[config.mk]
export PLATFORM = sky130hd
export DESIGN_NAME = bit_scan16
export DESIGN_NICKNAME = d
export VERILOG_FILES = /design/src/rtl/bit_scan16.sv
export SDC_FILE = /design/constraint.sdc
export NUM_CORES = 1
export LEC_CHECK = 0
export BUFFER_PORTS_ARGS = -buffer_cell sky130_fd_sc_hd__buf_2
export CORE_ASPECT_RATIO = 0.9
export CORE_MARGIN = 2
export CORE_UTILIZATION = 46
export CTS_BUF_LIST = sky130_fd_sc_hd__clkbuf_2
export CTS_CLUSTER_DIAMETER = 60
export CTS_CLUSTER_SIZE = 14
export DETAILED_ROUTE_END_ITERATION = 8
export GPL_TIMING_DRIVEN = 1
export PLACE_DENSITY = 0.7
export SYNTH_ARGS = -nofsm -noshare
export SYNTH_HDL_FRONTEND = slang
export SYNTH_SLANG_ARGS = --single-unit
[constraint.sdc]
create_clock -name clk -period 2.56 [get_ports clk]
set_clock_uncertainty 0.1 [all_clocks]
set_input_delay 0.256 -clock clk [delete_from_list [all_inputs] [get_ports clk]]
set_output_delay 0.256 -clock clk [all_outputs]
set_load 0.02 [all_outputs]
[src/rtl/bit_scan16.sv]
// bit_scan16 -- serialises a 16-bit request mask into a stream of set-bit
// indices, lowest index first, one index per output transfer.
//
// Ports:
//   clk        rising-edge clock for all state
//   reset      synchronous, active-high; returns to IDLE and drops any mask
//   in_valid   producer offers in_mask
//   in_mask    16-bit mask to decode (sampled only on a load edge)
//   in_ready   high in IDLE; a mask can be loaded
//   out_valid  high in EMIT; out_idx/out_last/out_none/out_seq are valid
//   out_ready  consumer accepts the current index
//   out_idx    lowest pending set-bit index
//   out_last   this transfer is the final one for the loaded mask
//   out_none   the loaded mask was all zeros (one dummy transfer, idx 0)
//   out_seq    ordinal of the current transfer within the mask, from 0
//   dbg_state  current FSM state (0 = IDLE, 1 = EMIT)
//
// Handshake: a beat moves on a rising edge where valid and ready are both
// high. valid never depends on ready, and once out_valid is raised the
// output fields stay frozen until the beat is taken. in_ready and out_valid
// are mutually exclusive, so a new mask can only be loaded from IDLE and at
// least one IDLE cycle separates consecutive masks.

module bit_scan16 (
    input  logic        clk,
    input  logic        reset,
    input  logic        in_valid,
    input  logic [15:0] in_mask,
    output logic        in_ready,
    output logic        out_valid,
    input  logic        out_ready,
    output logic [3:0]  out_idx,
    output logic        out_last,
    output logic        out_none,
    output logic [3:0]  out_seq,
    output logic [0:0]  dbg_state
);

    localparam logic [0:0] IDLE = 1'b0;
    localparam logic [0:0] EMIT = 1'b1;

    logic [0:0]  state;
    logic [15:0] pend;
    logic [3:0]  seq;
    logic        none_q;

    logic [3:0]  lsb_idx;
    logic        last_c;

    // Lowest set bit of pend. Scanning downward lets the lowest match win;
    // an empty pend yields 0, which is also the required zero-mask index.
    always_comb begin
        lsb_idx = 4'd0;
        for (int i = 15; i >= 0; i--) begin
            if (pend[i]) begin
                lsb_idx = 4'(i);
            end
        end
    end

    // At most one bit set: clearing the lowest set bit leaves nothing.
    assign last_c = ~|(pend & (pend - 16'd1));

    always_ff @(posedge clk) begin
        if (reset) begin
            state  <= IDLE;
            pend   <= 16'd0;
            seq    <= 4'd0;
            none_q <= 1'b0;
        end else begin
            case (state)
                IDLE: begin
                    if (in_valid) begin
                        state  <= EMIT;
                        pend   <= in_mask;
                        seq    <= 4'd0;
                        none_q <= (in_mask == 16'd0);
                    end
                end
                EMIT: begin
                    if (out_ready) begin
                        if (last_c) begin
                            // Clear everything so the idle outputs read zero.
                            state  <= IDLE;
                            pend   <= 16'd0;
                            seq    <= 4'd0;
                            none_q <= 1'b0;
                        end else begin
                            pend <= pend & ~(16'd1 << lsb_idx);
                            seq  <= seq + 4'd1;
                        end
                    end
                end
                default: begin
                    state <= IDLE;
                end
            endcase
        end
    end

    assign in_ready  = (state == IDLE);
    assign out_valid = (state == EMIT);
    assign out_idx   = lsb_idx;
    assign out_last  = out_valid & last_c;
    assign out_none  = out_valid & none_q;
    assign out_seq   = seq;
    assign dbg_state = state;

endmodule

* Yosys cells after proc, flatten, opt, wreduce, memory -nomap -nowiden *
Cells that the tools add are included.

operators by class
  $add $sub $neg = 2
  eq/ne operators = 3
  shift operators = 1
  multiplexer cells = 32
  bitwise operators = 6
  reductions and logical operators = 5

operator list
  operator                                                               count
  4-bit two-way mux                                                      19
  16-bit two-way mux                                                     3
  16-bit bitwise AND                                                     2
  16-bit case mux with 2 select lines                                    1
  16-bit zero test                                                       1
  16-bit NOT                                                             1
  16-bit OR reduction                                                    1
  1-bit by 4-bit left shift with 16-bit output (first input constant)    1
  16-bit by 1-bit subtractor with 16-bit output (second input constant)  1
  4-bit case mux with 2 select lines                                     1
  1-bit two-way mux                                                      6
  2-bit != test (second input constant)                                  3
  4-bit by 1-bit adder with 4-bit output (second input constant)         1
  1-bit case mux with 2 select lines                                     2
  3-bit AND reduction                                                    1
  1-bit bitwise AND                                                      2
  2-bit AND reduction                                                    1
  1-bit zero test                                                        1
  1-bit NOT                                                              1

storage, ports and cells
  flip-flop bits (word level) = 22
  bits of input ports = 20
  output and inout port bits = 13
  word-level logic and storage cells = 53

* Depth between registers and ports, before layout *
Gate-level depths: netlist of the first run.

  word-level depth = 22
  mapped depth = 9
  mapped depth without buffers = 7

* Worst setup path after synthesis of the first run *
Ideal clock, no wire load.

  kind = reg2reg
  from = register pend[13]
  to = register pend[9]
  library setup time = 0.116 ns
  arrival time = 1.870 ns
  data required time = 2.344 ns
  path slack = 0.474 ns
  cell stages (with the launch flop) = 7
  path buffers = 0
  period minus slack after synthesis = 2.086 ns
  path through = dfxtp_1 -> nor2_1 -> a221oi_1 -> o211ai_1 -> a21oi_1 -> nand4_1 -> a31o_2

between the ends
  word-level cells in the longest chain between the ends = 20
  elaborated cells between the ends (all ways) = 23
  classes of those cells = add/sub (1); shift (1); mux (17); bitwise (3); reduce/logical (1)

ends and longest elaborated chain
  what                                          RTL line  text
  start, declared                               43        logic [15:0] pend;
  start signal, assigned                        75        pend <= in_mask;
  start signal, assigned                        89        pend <= pend & ~(16'd1 << lsb_idx);
  4-bit two-way mux (14 in series)              55        if (pend[i]) begin
  via out_idx[0]                                32        output logic [3:0] out_idx,
  1-bit by 4-bit left shift with 16-bit output  89
  16-bit NOT                                    89
  16-bit bitwise AND                            89
  16-bit two-way mux                            82        if (last_c) begin
  16-bit two-way mux                            81        if (out_ready) begin
  16-bit case mux with 2 select lines           71        case (state)

The timed path passes the listed nets, and every way through them passes these cells. The select of a mux whose other input is x is not followed.
A chain may end at the register's enable or synchronous reset.

* Worst setup path in the final report of the first run *
  from = register pend[5]
  to = output port out_last

between the ends
  word-level cells in the longest chain between the ends = 5

ends and longest elaborated chain
  what                                           RTL line  text
  16-bit by 1-bit subtractor with 16-bit output  62        assign last_c = ~|(pend & (pend - 16'd1));
  16-bit bitwise AND (*)                         62
  16-bit OR reduction (*)                        62
  1-bit zero test (*)                            62
  1-bit bitwise AND (*)                          104       assign out_last = out_valid & last_c;
  end, declared                                  33        output logic out_last,

Mark *: on every way between the ends. The rest lies on a longest branch, timed or not.

==> results of run 1 <==
[synth_stat cells (all sizes together) (2+ instances only)]
master | instances | area share, %
dfxtp | 22 | 30
nor2 | 16 | 4.1
a22oi | 15 | 7.7
nand2 | 11 | 2.8
o21ai | 11 | 3.7
buf | 10 | 5.5
inv | 10 | 2.6
a21oi | 9 | 3.1
nor4 | 7 | 4.4
clkbuf | 6 | 1.6
o22ai | 6 | 2.6
a31oi | 5 | 2.1
nor3 | 5 | 1.7
nand4 | 4 | 1.7
o31ai | 4 | 2.4
a21o | 3 | 1.5
a31o | 3 | 1.8
nand2b | 3 | 1.3
o311ai | 3 | 1.8
a22o | 2 | 1.2
and2 | 2 | 0.85
maj3 | 2 | 1.4
nand3b | 2 | 1.0
nor4b | 2 | 1.2
o32ai | 2 | 1.2
o41ai | 2 | 1.2
or2 | 2 | 0.85
[layout make-up]
class                      instances  area, um2
multi-input combinational        136        920
clock inverter                     1       3.75
sequential                        22        453
timing repair buffer              48        288
tap                               42       52.6
fill                             317       1270
inverter                          10       37.5
clock buffer                       3       15.0
[through the flow]
stage | worst slack [ns] | setup TNS (ns) | util, % | cell area (um2)
2_1_floorplan | 0.474 | 0 | - | 1470
4_1_cts | 0.0164 | 0 | 54.7 | 1670
3_3_place_gp | 0.349 | 0 | 53.6 | 1630
6_report | 0.0777 | 0 | 58.1 | 1770
3_5_place_dp | 0.236 | 0 | 53.6 | 1630
5_1_grt | -0.0444 | -0.0444 | 58.1 | 1770
[critical path: cells and delay by family, from the launching register on]
| kind | cells | cell delay, ns |
|---|---|---|
| buffers and inverters | 2 | 0.30 |
| AO/OA/AOI/OAI | 1 | 0.27 |
| flip-flops | 1 | 0.42 |
| AND/OR/NAND/NOR | 4 | 0.79 |
[per-layer routing]
layer	track usage, %	routed length [um]	vias to the layer above
li1	-	-	786
met1	34.1	1960	792
met2	38.8	2170	65
met3	3.50	272	9
met4	7.76	63	0
met5	0	0	-
[worst max path at each step]
stage                          startpoint  slack, ns                 endpoint  cells after the start
global placement     pend[5]$_SDFFE_PP0P_       0.35  out_seq[3]$_SDFFE_PP0P_                      7
detailed placement   pend[0]$_SDFFE_PP0P_       0.24     pend[5]$_SDFFE_PP0P_                      7
CTS                  pend[8]$_SDFFE_PP0P_       0.02                 out_last                      6
global route         pend[2]$_SDFFE_PP0P_      -0.04                 out_last                      7
finish               pend[5]$_SDFFE_PP0P_       0.08                 out_last                      7
floorplan           pend[13]$_SDFFE_PP0P_       0.47     pend[9]$_SDFFE_PP0P_                      6
[repair_timing]
action	CTS	global route
gates cloned	0	1
hold buffers	0	0
gates resized for setup	1	15
pin swaps	2	5
buffers inserted	2	6
endpoints found under the setup margin	1	3
[cells by family (layout without fill, tap and decap cells)]
group	count (synthesis)	count (layout)	synth area share, %
compound gates	73	73	35.3
fa+ha+maj	3	3	2.30
buf+inv	26	62	9.70
flops	22	22	30.0
simple gates	60	60	22.7
[power groups by stage]
stage / combinational [mW] / clock (mW) / sequential (mW)
global placement: 0.390 / 0 / 0.417
CTS: 0.407 / 0.150 / 0.413
floorplan: 0.304 / 0 / 0.397
global route: 0.501 / 0.165 / 0.423
detailed placement: 0.397 / 0 / 0.419
finish: 0.466 / 0.143 / 0.419
[registers in the layout, summed over array words and instances (netlist names)]
register   cells
pend          16
out_seq        4
none_q         1
dbg_state      1
==> load_flow_metrics.sql, run 1 <==
INSERT INTO impl_metrics (metric_group, metric, value, unit) VALUES
('floorplan', 'fp.dieArea', '3660', 'um2'),
('grt', 'grt_antenna_before_repair', '0', ''),
('hold_path', 'hold_depth', '3', ''),
('pwr', 'comb_power_share', '45.3', '%'),
('drt', 'post-route-drc-count', '0', ''),
('drt', 'routed_via_density', '6.31', ''),
('pwr', 'p_total', '1.03', 'mW'),
('cts', 'cts_sinks', '22', ''),
('timing', 'final.period_utilization', '97.0', '%'),
('final_layout', 'syn_to_final_growth', '20.3', '%'),
('pwr', 'leakagePower', '0.706', 'nW'),
('final_layout', 'layout.cells.non_filler', '262', ''),
('floorplan', 'initial_utilization', '48.3', '%'),
('synthesis', 'synth_cell_type_count', '51', ''),
('final_layout', 'most-common-layout-cells', 'buf_2 (31), dfxtp_1 (16), nor2_1 (15), a22oi_1 (15), buf_4 (14)', ''),
('floorplan', 'die-width', '63.6', 'um'),
('critical_path', 'critPathRequiredTime', '2.20', 'ns'),
('pwr', 'internal_power', '606', 'uW'),
('critical_path', 'cp.arrival', '2.13', 'ns'),
('synthesis', 'synth-edff-count', '0', ''),
('drt', 'dr.first_iter.drc_count', '120', ''),
('grt', 'first_pass_grt_wire_length', '7080', 'um'),
('critical_path', 'cp_max_fo', '6', ''),
('critical_path', 'worst_path_max_delay_cell', 'dfxtp_4', ''),
('synthesis', 'ys_seq_area_share', '30.0', '%'),
('timing', 'report.final.hold_viol_count', '0', ''),
('synthesis', 'synth_async_sr_flop_share', '0', '%'),
('run_status', 'outcome', 'completed', ''),
('grt', 'grt_start_max_net_pins', '23', ''),
('critical_path', 'reg2reg_slack', '0.20', 'ns'),
('final_layout', 'final_common_cell', 'buf_2', ''),
('grt', 'grtUsageTotal', '24.2', '%'),
('final_layout', 'antennaDiodeCount', '0', ''),
('drt', 'routed_wirelength', '4470', 'um'),
('synthesis', 'syn-instance-count', '184', ''),
('timing', 'finalSetupViolations', '0', ''),
('critical_path', 'setup.worst_path.start_class', 'register', ''),
('cts', 'cts_inserted_buffers', '3', ''),
('cts', 'cts.reportedPaths.clkPinSlew', '0.21', 'ns'),
('cts', 'htree_num_levels', '1', ''),
('critical_path', 'timing.rr.start', 'pend[7]$_SDFFE_PP0P_', ''),
('critical_path', 'setup.worst_path.class', 'register to primary output', ''),
('final_layout', 'num-nets-final', '242', ''),
('floorplan', 'coreArea', '3040', 'um2'),
('drt', 'detail_route.wl_per_cell', '17.0', 'um'),
('hold_path', 'hp-class', 'input port to register', ''),
('timing', 'max-slew-margin-rel', '71.6', '%'),
('synthesis', 'postSynthRegisterBits', '22', ''),
('synthesis', 'synth.yosys.warnings', '0', ''),
('timing', 'grt_setup_unrepaired', 'true', ''),
('floorplan', 'top_level_ports', '33', ''),
('synthesis', 'synthesis.nets', '205', ''),
('timing', 'timing.final.crit_period', '2.48', 'ns'),
('drt', 'drt_pre_antenna_iters', '5', ''),
('placed_design', 'place.gp.congestion', '0.861', ''),
('pwr', 'power_switching', '423', 'uW'),
('cts', 'cts.root.buffer_cell', 'clkbuf_2', ''),
('cts', 'tritoncts', 'built', ''),
('timing', 'timing.final.max_slew_violations', '0', ''),
('drt', 'number_of_nets_with_antenna_violations_after_detailed_routing', '0', ''),
('critical_path', 'max_stage_delay', '0.42', 'ns'),
('timing', 'tightest_slew', '0.426', 'ns'),
('critical_path', 'crit-reg2reg-capture', 'out_seq[3]$_SDFFE_PP0P_', ''),
('final_layout', 'drive_above_1_share', '31.8', '%'),
('hold_path', 'whs_endpoint', 'pend[10]$_SDFFE_PP0P_', ''),
('hold_path', 'min-delay-start', 'in_mask[10]', ''),
('pwr', 'worst_ir_drop_vdd', '0.318', 'mV'),
('cts', 'clkLatencyLatePin', '0.34', 'ns'),
('floorplan', 'rows', '19', ''),
('run', 'cap_viol_max_count', '0', ''),
('synthesis', 'postSynthAreaPerCell', '7.99', 'um2');
Power figures use the tool's default switching activity.
==> run 2, diff against run 1 <==
--- a/config.mk
+++ b/config.mk
@@ -5,7 +5,6 @@
 export SDC_FILE = /design/constraint.sdc
 export NUM_CORES = 1
 export LEC_CHECK = 0
-export BUFFER_PORTS_ARGS = -buffer_cell sky130_fd_sc_hd__buf_2
 export CORE_ASPECT_RATIO = 0.9
 export CORE_MARGIN = 2
 export CORE_UTILIZATION = 46
@@ -13,8 +12,8 @@
 export CTS_CLUSTER_DIAMETER = 60
 export CTS_CLUSTER_SIZE = 14
 export DETAILED_ROUTE_END_ITERATION = 8
+export DONT_BUFFER_PORTS = 1
 export GPL_TIMING_DRIVEN = 1
-export PLACE_DENSITY = 0.7
 export SYNTH_ARGS = -nofsm -noshare
 export SYNTH_HDL_FRONTEND = slang
 export SYNTH_SLANG_ARGS = --single-unit
==> run 2 against run 1 <==
  * Critical endpoint unchanged
  * The flow now finishes with violations (hold timing)
  * Die area stayed put
  * Critical path type unchanged
  * Clock-buffer cell count stayed put
  * Fmax shrank 2.0%
==> load_flow_metrics.sql, run 2 (same netlist as run 1, synthesis figures left out) <==
INSERT INTO impl_metrics (metric_group, metric, value, unit) VALUES
('run_status', 'outcome', 'finished with violations', ''),
('run_status', 'failed_checks', 'hold timing', ''),
('floorplan', 'fp.dieArea', '3660', 'um2'),
('cts', 'cts.root.buffer_cell', 'clkbuf_2', ''),
('hold_path', 'whs_endpoint', 'pend[5]$_SDFFE_PP0P_', ''),
('drt', 'routed_wirelength', '4800', 'um'),
('critical_path', 'crit_path_cell_trace', 'nor4_4 -> buf_4 -> a21oi_1 -> o31ai_2 -> and3_2 -> and2_2', ''),
('placed_design', 'place.gp.congestion', '0.923', ''),
('floorplan', 'vert_die_dim', '57.6', 'um'),
('critical_path', 'cp.arrival', '2.18', 'ns'),
('grt', 'global_route.overflow_total', '0', ''),
('timing', 'timing.final.max_slew_violations', '0', ''),
('final_layout', 'antennaDiodeCount', '0', ''),
('hold_path', 'min-delay-start', 'in_mask[5]', ''),
('critical_path', 'timing.rr.start', 'pend[4]$_SDFFE_PP0P_', ''),
('cts', 'largest_buffer_count_on_any_clock_path', '2', ''),
('final_layout', 'layout.cells.non_filler', '248', ''),
('final_layout', 'drive_above_1_share', '16.0', '%'),
('cts', 'cts_sinks', '22', ''),
('final_layout', 'n_fill_cell', '288', ''),
('grt', 'grtUsageTotal', '26.5', '%'),
('cts', 'cts.reportedPaths.clkPinSlew', '0.24', 'ns'),
('drt', 'routed_via_density', '6.54', ''),
('drt', 'dr.first_iter.drc_count', '165', ''),
('final_layout', 'seqCellArea', '445', 'um2'),
('floorplan', 'rows', '19', ''),
('critical_path', 'worst_path_max_delay_cell', 'dfxtp_2', ''),
('final_layout', 'most-common-layout-cells', 'dfxtp_1 (20), dlygate4sd3_1 (19), nor2_1 (15), a22oi_1 (15), buf_4 (15)', ''),
('final_layout', 'largest_register_ffs', '16', ''),
('critical_path', 'crit_path_end_kind', 'primary output', ''),
('timing', 'max-slew-margin-rel', '50.3', '%'),
('placed_design', 'dpl.hpwl', '3210', 'um'),
('pwr', 'power_density', '630', 'nW/um2'),
('floorplan', 'coreArea', '3040', 'um2'),
('critical_path', 'critPathBufInv', '1', ''),
('floorplan', 'initial_utilization', '48.3', '%'),
('critical_path', 'critPathRequiredTime', '2.20', 'ns'),
('final_layout', 'registers.top_by_ff_count', 'pend', ''),
('timing', 'totalNegativeSetupSlack', '0', 'ns'),
('timing', 'report.final.hold_viol_count', '1', ''),
('floorplan', 'die-width', '63.6', 'um'),
('timing', 'tightest_slew', '0.744', 'ns'),
('drt', 'drt_pre_antenna_iters', '5', ''),
('drt', 'number_of_nets_with_antenna_violations_after_detailed_routing', '0', ''),
('drt', 'post-route-drc-count', '0', ''),
('timing', 'worst_hold_slack', '-0.000710', 'ns'),
('timing', 'finalSetupViolations', '0', ''),
('grt', 'first_pass_grt_wire_length', '7560', 'um'),
('pwr', 'worst_ir_drop_vdd', '0.385', 'mV'),
('placed_design', 'portBuffers', '0', ''),
('timing', 'grt_setup_unrepaired', 'true', ''),
('critical_path', 'reg2reg_slack', '0.09', 'ns'),
('hold_path', 'hold_depth', '2', ''),
('cts', 'tritoncts', 'built', ''),
('floorplan', 'top_level_ports', '33', ''),
('critical_path', 'crit-reg2reg-capture', 'dbg_state$_SDFF_PP0_', ''),
('grt', 'number_of_global_route_vias_before_repair', '1474', ''),
('critical_path', 'top_cell_family_by_delay_on_the_critical_path', 'simple AND/OR/NAND/NOR gates', ''),
('cts', 'clkLatencyLatePin', '0.36', 'ns'),
('pwr', 'leakagePower', '0.646', 'nW'),
('final_layout', 'final_core_utilization', '58.6', '%'),
('grt', 'grt_antenna_before_repair', '0', ''),
('critical_path', 'setup.worst_path.start_class', 'register', ''),
('critical_path', 'max_stage_delay', '0.42', 'ns'),
('drt', 'detailroute.via_count', '1622', ''),
('critical_path', 'r2r_cells', '7', ''),
('final_layout', 'num-nets-final', '228', ''),
('grt', 'grt_start_max_net_pins', '21', ''),
('cts', 'htree_num_levels', '1', ''),
('run', 'cap_viol_max_count', '0', ''),
('final_layout', 'final_common_cell', 'dfxtp_1', ''),
('hold_path', 'hp-class', 'input port to register', ''),
('timing', 'fmax', '395', 'MHz'),
('critical_path', 'setup.worst_path.class', 'register to primary output', ''),
('timing', 'timing.final.crit_period', '2.53', 'ns'),
('drt', 'detail_route.wl_per_cell', '19.3', 'um'),
('placed_design', 'post-place-cells', '220', ''),
('critical_path', 'cp_max_fo', '7', ''),
('cts', 'cts_inserted_buffers', '3', ''),
('final_layout', 'multi_input_comb_area', '900', 'um2'),
('final_layout', 'syn_to_final_growth', '21.3', '%'),
('timing', 'final.period_utilization', '98.9', '%');
[run 2: cell count changes in the layout (fill, tap and decap cells not counted), sizes merged]
cell,change
bufinv,+1
clkdlybuf4s15,-1
clkinv,-1
clkbuf,-1
buf,-31
dlygate4sd3,+19
[run 2: worst max-delay path by stage]
stage | start | to | slack [ns] | cells after the start
2_1_floorplan | pend[13]$_SDFFE_PP0P_ | pend[9]$_SDFFE_PP0P_ | 0.47 | 6
3_3_place_gp | pend[9]$_SDFFE_PP0P_ | pend[6]$_SDFFE_PP0P_ | 0.30 | 6
3_5_place_dp | pend[5]$_SDFFE_PP0P_ | out_seq[2]$_SDFFE_PP0P_ | 0.32 | 7
4_1_cts | pend[0]$_SDFFE_PP0P_ | out_last | 0.02 | 5
5_1_grt | pend[5]$_SDFFE_PP0P_ | out_last | -0.09 | 6
6_report | pend[4]$_SDFFE_PP0P_ | out_last | 0.03 | 6
[run 2: area by class of cell]
type / instances / area share, %
clock buffers: 3 / 0.842
well taps: 42 / 2.95
multi-input cells: 136 / 50.5
flip-flops and latches: 22 / 25.0
repair buffers: 34 / 17.0
clock inverters: 1 / 1.68
inverters: 10 / 2.11
[run 2: per-layer routing]
metal | vias to the layer above | wire, um | GRT usage (%)
li1 | 751 | - | -
met1 | 756 | 2030 | 36.8
met2 | 102 | 2220 | 43.0
met3 | 13 | 413 | 2.72
met4 | 0 | 128 | 9.94
met5 | - | 0 | 0
[run 2: power by group]
part	switching, mW	internal [mW]
Sequential	0.0555	0.367
Combinational	0.254	0.187
Clock	0.125	0.134
[run 2: worst reg2reg max path: cells and delay by family (launching register included)]
kind / cells / cell delay (ns)
buf+inv: 2 / 0.80
simple gates: 2 / 0.62
compound gates: 3 / 0.46
flops: 1 / 0.42
[run 2: what timing repair did]
item                                   CTS  global route
hold buffers                            19             0
pin swaps                                0             3
setup buffers                            0             5
setup endpoints to repair                1             4
endpoints found under the hold margin   20             0
gates resized for setup                  2             4
cloned                                   0             0
[run 2: through the flow]
stage | hold WS, ns | total power, mW | worst slack (ns) | instance area (um2)
floorplan | 0.270 | 0.701 | 0.474 | 1470
global placement | 0.229 | 0.791 | 0.299 | 1490
detailed placement | 0.233 | 0.793 | 0.318 | 1490
CTS | 0.00546 | 1.08 | 0.0164 | 1740
global route | 0.00751 | 1.18 | -0.0872 | 1780
finish | -0.000710 | 1.12 | 0.0277 | 1780
